## src/rtl/if_id_stage_pkg.sv

```systemverilog
// Shared definitions for the fetch stage and IF/ID pipeline register.
package if_id_stage_pkg;

  // Instruction word loaded into IF/ID for a bubble or flush.
  localparam logic [31:0] NOP_INSTR = 32'h0000_0000;

  // Default byte distance between sequential instructions.
  localparam int DEFAULT_PC_STEP = 4;

  // Fetch controller states.
  typedef enum logic [1:0] {
    IDLE = 2'd0,  // no request issued yet
    WAIT = 2'd1,  // live request outstanding
    HOLD = 2'd2,  // fetched word parked while decode is stalled
    DROP = 2'd3   // stale request outstanding after a redirect
  } fetch_state_e;

endpackage

```

## src/rtl/if_id_stage_reg.sv

```systemverilog
// Generic IF/ID style pipeline register: load, flush to NOP, otherwise hold.
module if_id_reg
  import if_id_stage_pkg::*;
#(
  parameter int ADDR_W = 32
) (
  input  logic              clk,
  input  logic              rst_n,
  input  logic              i_load,
  input  logic              i_flush,
  input  logic [31:0]       i_instr,
  input  logic [ADDR_W-1:0] i_pc4,
  output logic [31:0]       o_instr,
  output logic [ADDR_W-1:0] o_pc4,
  output logic              o_valid
);

  logic [31:0]       r_instr;
  logic [ADDR_W-1:0] r_pc4;
  logic              r_valid;

  // Flush beats load; the address field is kept on a flush so a bubble
  // does not disturb the last delivered PC+step.
  always_ff @(posedge clk or negedge rst_n) begin
    if (!rst_n) begin
      r_instr <= NOP_INSTR;
      r_pc4   <= {ADDR_W{1'b0}};
      r_valid <= 1'b0;
    end else if (i_flush) begin
      r_instr <= NOP_INSTR;
      r_valid <= 1'b0;
    end else if (i_load) begin
      r_instr <= i_instr;
      r_pc4   <= i_pc4;
      r_valid <= 1'b1;
    end else begin
      r_instr <= r_instr;
      r_pc4   <= r_pc4;
      r_valid <= r_valid;
    end
  end

  assign o_instr = r_instr;
  assign o_pc4   = r_pc4;
  assign o_valid = r_valid;

endmodule

```

## src/rtl/if_id_stage.sv

```systemverilog
// Fetch stage: program counter, request/ack instruction-memory port and the
// IF/ID register feeding decode. Branch redirect outranks stall and ack.
module if_id_stage
  import if_id_stage_pkg::*;
#(
  parameter int              ADDR_W   = 32,
  parameter logic [ADDR_W-1:0] RESET_PC = {ADDR_W{1'b0}},
  parameter int              PC_STEP  = DEFAULT_PC_STEP
) (
  input  logic              clk,
  input  logic              rst,
  input  logic              stop,
  input  logic              branch_taken,
  input  logic [ADDR_W-1:0] branch_target,
  output logic              imem_req,
  output logic [ADDR_W-1:0] imem_addr,
  input  logic              imem_ack,
  input  logic [31:0]       imem_rdata,
  output logic [31:0]       instruction_id,
  output logic [ADDR_W-1:0] pc_plus4_id,
  output logic              valid_id
);

  localparam logic [ADDR_W-1:0] STEP = ADDR_W'(PC_STEP);

  fetch_state_e      r_state;
  logic [ADDR_W-1:0] r_pc;
  logic [ADDR_W-1:0] r_req_addr;
  logic              r_imem_req;
  logic [31:0]       r_hold_instr;
  logic [ADDR_W-1:0] r_hold_pc4;
  logic              r_hold_valid;

  fetch_state_e      w_next_state;
  logic [ADDR_W-1:0] w_next_pc;
  logic [ADDR_W-1:0] w_next_req_addr;
  logic [ADDR_W-1:0] w_seq_addr;
  logic              w_id_load;
  logic              w_id_flush;
  logic              w_id_src_hold;
  logic              w_hold_cap;
  logic              w_hold_clr;
  logic [31:0]       w_load_instr;
  logic [ADDR_W-1:0] w_load_pc4;

  // Wraps modulo 2^ADDR_W by construction of the vector width.
  assign w_seq_addr = r_req_addr + STEP;

  // Next-state, PC and IF/ID control decode.
  always_comb begin
    w_next_state    = r_state;
    w_next_pc       = r_pc;
    w_next_req_addr = r_req_addr;
    w_id_load       = 1'b0;
    w_id_flush      = 1'b0;
    w_id_src_hold   = 1'b0;
    w_hold_cap      = 1'b0;
    w_hold_clr      = 1'b0;
    case (r_state)
      IDLE: begin
        w_next_state = WAIT;
        if (branch_taken) begin
          w_next_pc       = branch_target;
          w_next_req_addr = branch_target;
          w_id_flush      = 1'b1;
          w_hold_clr      = 1'b1;
        end else begin
          w_next_req_addr = r_pc;
        end
      end
      WAIT: begin
        if (branch_taken) begin
          w_next_pc  = branch_target;
          w_id_flush = 1'b1;
          w_hold_clr = 1'b1;
          if (imem_ack) begin
            w_next_req_addr = branch_target;
          end else begin
            w_next_state = DROP;
          end
        end else if (imem_ack) begin
          if (!stop) begin
            w_id_load       = 1'b1;
            w_next_pc       = w_seq_addr;
            w_next_req_addr = w_seq_addr;
          end else begin
            w_hold_cap   = 1'b1;
            w_next_state = HOLD;
          end
        end else if (!stop) begin
          w_id_flush = 1'b1;
        end else begin
          w_next_state = WAIT;
        end
      end
      HOLD: begin
        if (branch_taken) begin
          w_next_pc       = branch_target;
          w_next_req_addr = branch_target;
          w_id_flush      = 1'b1;
          w_hold_clr      = 1'b1;
          w_next_state    = WAIT;
        end else if (!stop && r_hold_valid) begin
          w_id_load       = 1'b1;
          w_id_src_hold   = 1'b1;
          w_next_pc       = r_hold_pc4;
          w_next_req_addr = r_hold_pc4;
          w_hold_clr      = 1'b1;
          w_next_state    = WAIT;
        end else begin
          w_next_state = HOLD;
        end
      end
      DROP: begin
        // A redirect landing on the stale ack itself re-issues at once;
        // otherwise waiting for a second ack would never end.
        if (branch_taken) begin
          w_next_pc  = branch_target;
          w_id_flush = 1'b1;
          w_hold_clr = 1'b1;
          if (imem_ack) begin
            w_next_req_addr = branch_target;
            w_next_state    = WAIT;
          end else begin
            w_next_state = DROP;
          end
        end else if (imem_ack) begin
          w_next_req_addr = r_pc;
          w_next_state    = WAIT;
        end else begin
          w_next_state = DROP;
        end
      end
      default: begin
        w_next_state = IDLE;
      end
    endcase
  end

  // Source of the word written into IF/ID: memory or the parked word.
  always_comb begin
    w_load_instr = imem_rdata;
    w_load_pc4   = w_seq_addr;
    if (w_id_src_hold) begin
      w_load_instr = r_hold_instr;
      w_load_pc4   = r_hold_pc4;
    end else begin
      w_load_instr = imem_rdata;
      w_load_pc4   = w_seq_addr;
    end
  end

  // Fetch state, PC, request address and registered request strobe.
  always_ff @(posedge clk or negedge rst) begin
    if (!rst) begin
      r_state    <= IDLE;
      r_pc       <= RESET_PC;
      r_req_addr <= RESET_PC;
      r_imem_req <= 1'b0;
    end else begin
      r_state    <= w_next_state;
      r_pc       <= w_next_pc;
      r_req_addr <= w_next_req_addr;
      r_imem_req <= (w_next_state == WAIT) || (w_next_state == DROP);
    end
  end

  // Hold buffer: parks a word acknowledged while decode was stalled.
  always_ff @(posedge clk or negedge rst) begin
    if (!rst) begin
      r_hold_instr <= NOP_INSTR;
      r_hold_pc4   <= {ADDR_W{1'b0}};
      r_hold_valid <= 1'b0;
    end else if (w_hold_clr) begin
      r_hold_instr <= NOP_INSTR;
      r_hold_pc4   <= {ADDR_W{1'b0}};
      r_hold_valid <= 1'b0;
    end else if (w_hold_cap) begin
      r_hold_instr <= imem_rdata;
      r_hold_pc4   <= w_seq_addr;
      r_hold_valid <= 1'b1;
    end else begin
      r_hold_instr <= r_hold_instr;
      r_hold_pc4   <= r_hold_pc4;
      r_hold_valid <= r_hold_valid;
    end
  end

  if_id_reg #(.ADDR_W(ADDR_W)) u_if_id_reg (
    .clk     (clk),
    .rst_n   (rst),
    .i_load  (w_id_load),
    .i_flush (w_id_flush),
    .i_instr (w_load_instr),
    .i_pc4   (w_load_pc4),
    .o_instr (instruction_id),
    .o_pc4   (pc_plus4_id),
    .o_valid (valid_id)
  );

  assign imem_req  = r_imem_req;
  assign imem_addr = r_req_addr;

endmodule

```

## config.mk

```make
export PLATFORM = sky130hd
export DESIGN_NAME = if_id_stage
export DESIGN_NICKNAME = d
export VERILOG_FILES = /design/src/rtl/if_id_stage_pkg.sv /design/src/rtl/if_id_stage_reg.sv /design/src/rtl/if_id_stage.sv
export SDC_FILE = /design/constraint.sdc
export NUM_CORES = 1
export LEC_CHECK = 0
export ABC_AREA = 1
export BUFFER_PORTS_ARGS = -buffer_cell sky130_fd_sc_hd__buf_2
export CORE_MARGIN = 4
export CORE_UTILIZATION = 35
export DETAILED_ROUTE_END_ITERATION = 10
export GPL_TIMING_DRIVEN = 0
export PLACE_DENSITY_LB_ADDON = 0.05
export SYNTH_ARGS = -nofsm -noshare
export SYNTH_HDL_FRONTEND = slang
export SYNTH_SLANG_ARGS = --single-unit
```

## constraint.sdc

```tcl
create_clock -name clk -period 2.4 [get_ports clk]
set_input_delay 0.48 -clock clk [delete_from_list [all_inputs] [get_ports clk]]
set_output_delay 0.48 -clock clk [all_outputs]
set_load 0.02 [all_outputs]
```

# Word-level counts from Yosys, hierarchy flattened
# Cells that the tools add are included.
totals:
  latch_bits: 0
  ram_bits: 0
  inputBits: 69
  reg_bits: 197
  wordCells: 83
  out_inout_bits: 98
  memories: 0
  romBits: 0
op_classes:
  div_mod_pow: 0
  mul: 0
  shifts: 0
  bitwise: 1
  magnitude_cmp: 0
  add_sub_neg: 1
  reduce_logical: 12
  mux: 50
  n_eq_ne: 9
op_table:
  columns: ["cell", "count"]
  rows:
  - ["$mux W32", 18]
  - ["$pmux W32 S4", 1]
  - ["$pmux W32 S3", 1]
  - ["$add A32 B3 Y32 const B", 1]
  - ["$mux W1", 18]
  - ["$mux W2", 8]
  - ["$ne A3 B3 Y1 const B", 4]
  - ["$pmux W2 S4", 1]
  - ["$eq A2 B2 Y1 const B", 3]
  - ["$pmux W1 S2", 3]
  - ["$reduce_or A3 Y1", 2]
  - ["$eq A2 B1 Y1 const B", 2]
  - ["$reduce_and A4 Y1", 1]
  - ["$reduce_bool A2 Y1", 2]
  - ["$reduce_and A3 Y1", 1]
  - ["$logic_not A2 Y1", 1]
  - ["$reduce_and A2 Y1", 1]
  - ["$reduce_or A2 Y1", 1]
  - ["$logic_and A1 B1 Y1", 1]
  - ["$logic_not A1 Y1", 1]
  - ["$logic_or A1 B1 Y1", 1]
  - ["$not A1 Y1", 1]

# Logic depth before layout (Yosys ltp)
logic_depth:
  word_depth: 8
  ltp_mapped: 14
  depth_no_buf: 14

# Hierarchy
# From an unflattened synthesis, not the netlist that was laid out.
hier_totals:
  cells_unflattened: 1728
  hier_area_um2: 11813.8
by_module_without_submodules:
  columns: ["mod", "cells_each", "n_inst", "seq_area_each_um2", "area_each_um2"]
  rows:
  - ["if_id_stage", 1446, 1, 3278.1, 9268.9]
  - ["if_id_reg", 282, 1, 1626.6, 2544.9]

# Worst setup path before layout
# No wires, ideal clock.
synth_timing:
  path_kind: "reg-to-reg"
  start: "reg r_state[0]"
  end: "reg r_req_addr[29] (netlist: imem_addr[29])"
  n_path_buf: 3
  setup_time_ps: 117
  slack_ps: 404
  required_time_ps: 2283
  synth_period_minus_slack_ps: 1996
  path_stages_with_launch: 13
  arrival_time_ps: 1879
  cell_sequence: "dfrtp_1 inv_1 ha_1 buf_4 nand2_1 buf_4 buf_4 o22ai_1 or2_2 a21oi_1 nand2_1 nand2_1 nand2_1"
synth_via:
  elab_chain_cells: 3
  word_cells_on_any_way: 10
  cone_classes: "eq/ne (7); mux (1); reduce/logical (2)"
synth_lines:
  columns: ["item", "line_no", "text"]
  rows:
  - ["from (decl)", "if_id_stage.sv:26", "fetch_state_e r_state;"]
  - ["from (signal assigned)", "if_id_stage.sv:161", "r_state <= w_next_state;"]
  - ["$eq A2 B2 Y1 / $eq A2 B1 Y1 (equally long branches)", "if_id_stage.sv:59", "case (r_state)"]
  - ["$ne A3 B3 Y1 (no source line)", null, null]
  - ["$reduce_and A4 Y1 (no source line)", null, null]
  - ["to (signal assigned)", "if_id_stage.sv:163", "r_req_addr <= w_next_req_addr;"]
  - ["to (decl)", "if_id_stage.sv:28", "logic [ADDR_W-1:0] r_req_addr;"]
# Several ways; a longest one is shown, not always the timed one.
# A chain may end at the register's enable or synchronous reset.

# Worst setup path in the final report
layout_timing:
  start: "reg r_state[0]"
  end: "reg r_req_addr[16] (netlist: imem_addr[16])"
# The elaborated chain is that of the path after synthesis.

==> flow_metrics.env <==
export IMPL_clock_sinks=196
export IMPL_synth_async_sr_flop_share=1.00
export IMPL_slew_violations=0
export IMPL_swShare=0.498
export IMPL_layout_cells_non_filler=2307
export IMPL_die_y_um=191
export IMPL_r2r_start="r_state[0]"
export IMPL_cts_inserted_buffers=17
export IMPL_vias_per_cell=5.34
export IMPL_pin_count=167
export IMPL_cap_violations=0
export IMPL_postRouteAntennaNets=0
export IMPL_start_util=0.357
export IMPL_use_met2=0.415
export IMPL_yosysWarnings=0
export IMPL_outcome="completed"
export IMPL_reg2reg_setup_slack_ps=60
export IMPL_row_count=66
export IMPL_ys_ff_latch=196
export IMPL_slew_headroom=0.409
export IMPL_wl_per_cell_um=21.2
export IMPL_arrival_ps=2670
export IMPL_crit_type="flop to flop"
export IMPL_grt_max_degree=105
export IMPL_hold_path_class="input pin to asynchronous set/reset pin"
export IMPL_path_clk_slew_ps=80
export IMPL_worstPathMaxFanout=10
export IMPL_endpoint="imem_addr[16]"
export IMPL_root_buffer="clkbuf_16"
export IMPL_worst_slew_pin_slew_ps=886
export IMPL_drive_above_1_share=0.168
export IMPL_synthCells=1657
export IMPL_timing_rr_end="imem_addr[16]"
export IMPL_ys_flop_type="dfrtp_1"
export IMPL_synth_top_cell_by_area="dfrtp_1"
export IMPL_critPathCaptureType="flop"
export IMPL_area_growth_pct=19.0
export IMPL_synth_most_common_cell="nand2_1"
export IMPL_synth_yosys_seq_area_share=0.419
export IMPL_portBuffers=164
export IMPL_drt_iter0_drc=1218
export IMPL_fmax_ghz=0.428
export IMPL_fin_skew_ps=11.6
export IMPL_finalCritPeriodShare=0.973
export IMPL_worstPathRequired_ps=2740
export IMPL_p_sw_mw=8.56
export IMPL_synth_area_top_cells="dfrtp_1, nand2_1, o21ai_0"
export IMPL_cts_path_max_buffers=2
export IMPL_grt_pass1_wl_um=73500
export IMPL_postSynthAreaPerCell_um2=7.06
export IMPL_power_internal_mw=8.62
export IMPL_final_core_util=0.425
export IMPL_nets=1927
export IMPL_cp_start_kind="flop"
export IMPL_critPathLaunch="r_state[0]"
export IMPL_cts_tree="done"
export IMPL_use_met3=0.0577
export IMPL_pwr_share_clk=0.170
export IMPL_netlist_area_mm2=0.0117
export IMPL_hold_violations=0
export IMPL_peakVddDrop_mv=0.615
export IMPL_dieArea_mm2=0.0364
export IMPL_seqPwrFrac=0.310
export IMPL_rr_worst_depth=8
export IMPL_firstDrtPassIters=6
export IMPL_routabilityCongestion=0.958
export IMPL_grt_ovfl_total=0
export IMPL_synth_edf_count=0
export IMPL_diodes=0
export IMPL_place_area_mm2=0.0131
export IMPL_antenna_found_initial=0
export IMPL_p_total_mw=17.2
export IMPL_synth_top_area_share=0.419
export IMPL_p_comb_frac=0.521
export IMPL_numPlacedInstances=2264
export IMPL_worstSkewPairLatency_ps=460
export IMPL_final_area_mm2=0.0139
export IMPL_leakage_nw=6.46
export IMPL_grt_busiest_layer="met2"
export IMPL_cts_max_level=4
export IMPL_ys_types=43
export IMPL_routed_wirelength_um=49000
export IMPL_fin_tns_setup_ps=0
export IMPL_pwr_density_cell_mw_per_mm2=1230
export IMPL_use_met1=0.372
export IMPL_synthTopCellsByCount="nand2_1, o21ai_0, dfrtp_1"
export IMPL_routed_via_count=12300
export IMPL_die_w_um=191
export IMPL_post_route_min_period_ps=2340
export IMPL_grt_use_total=0.268
export IMPL_grt_pass1_vias=11900
export IMPL_finalSetupViolCount=0
export IMPL_drc=0
export IMPL_core_mm2=0.0328
export IMPL_synth_fp_nets=1731
export IMPL_dpl_hpwl_um=36900
## cell type report
type	instances	area, µm²
Buffer	109	566
Clock buffer	18	439
Clock inverter	13	124
Fill cell	3570	18900
Inverter	157	598
Multi-Input combinational cell	1195	5770
Sequential cell	196	4910
Tap cell	442	553
Timing Repair Buffer	177	958
## power by group through the flow
stage	clock [mW]	sequential (mW)	combinational [mW]
after global routing	3.12	5.45	9.79
final	2.91	5.32	8.95
after CTS	2.98	5.29	8.65
after floorplan	0	5.86	4.69
after global placement	0	5.34	8.53
after detailed placement	0	5.36	8.55
## sequential cells by signal, summed over array words and instances (netlist names)
| name | cells |
|---|---|
| r_pc | 32 |
| r_state | 2 |
| r_hold_valid | 1 |
| u_if_id_reg.o_pc4 | 32 |
| u_if_id_reg.o_valid | 1 |
| r_hold_instr | 32 |
| u_if_id_reg.o_instr | 32 |
| imem_addr | 32 |
| r_hold_pc4 | 32 |
## critical path, cell delays in order, from the launching register on
cell and delay, ps:
dfrtp_1 410, ha_1 200, clkbuf_1 290, o21ai_4 480
inv_1 270, a211oi_1 270, o21ai_0 120, nand2_1 90
o21ai_0 70
## timing repair
| action | 4_1_cts | 5_1_grt |
|---|---|---|
| hold buffers | 0 | 0 |
| buffers inserted | 2 | 9 |
| gates cloned | 0 | 1 |
| setup endpoints to repair | 142 | 145 |
| pin swaps | 2 | 6 |
| gates resized for setup | 23 | 44 |
## worst min path at each step
| stage | slack (ps) | endpoint |
|---|---|---|
| final | 40 | r_hold_instr[25] |
| after CTS | 90 | r_hold_instr[25] |
| after detailed placement | 470 | u_if_id_reg.o_instr[8] |
| after floorplan | 180 | imem_addr[0] |
| after global placement | 470 | u_if_id_reg.o_instr[11] |
| after global routing | 110 | r_hold_instr[25] |
## stage by stage
step / setup WS, ps / hold WS [ps]
finish: 64.2 / 41.9
floorplan: 404 / 184
global route: -4.86 / 110
global placement: -2790 / 466
CTS: 14.4 / 90.5
detailed placement: -351 / 473
## per-layer routing
layer  wire length [µm]  up-vias
met5                  0        -
met4               1420        0
met3               4680       82
met2              21400      585
met1              21600     5758
li1                   -     5903
## cells in the final DEF (no fill, tap or decap), types with 3 or more instances in the layout
| cell | instances |
|---|---|
| buf_4 | 16 |
| ha_1 | 4 |
| o21ai_0 | 236 |
| buf_2 | 185 |
| clkbuf_1 | 49 |
| inv_2 | 3 |
| o21ai_1 | 66 |
| a21oi_1 | 95 |
| nor2_2 | 5 |
| buf_6 | 8 |
| xor2_1 | 9 |
| buf_1 | 5 |
| nand2_2 | 3 |
| o22ai_1 | 46 |
| dfrtp_1 | 193 |
| o221ai_1 | 5 |
| dfrtp_2 | 3 |
| inv_6 | 4 |
| nand4_1 | 3 |
| xor2_2 | 3 |
| nor3_1 | 12 |
| nand2_1 | 400 |
| clkbuf_16 | 17 |
| or2_2 | 13 |
| clkbuf_4 | 5 |
| nor2_4 | 8 |
| a31oi_1 | 11 |
| clkbuf_2 | 14 |
| o22a_1 | 4 |
| inv_1 | 150 |
| nor2_1 | 131 |
| nand3_1 | 99 |
| o211ai_1 | 12 |
| a211oi_1 | 9 |
| clkinv_2 | 4 |
## logic make-up after synthesis
family | synth area share
buffers and inverters | 0.0932
AO/OA/AOI/OAI | 0.233
adder cells (fa/ha/maj) | 0.00535
XOR/XNOR | 0.0118
flip-flops | 0.419
AND/OR/NAND/NOR | 0.237
No activity file was read; power rests on OpenSTA's default activity.
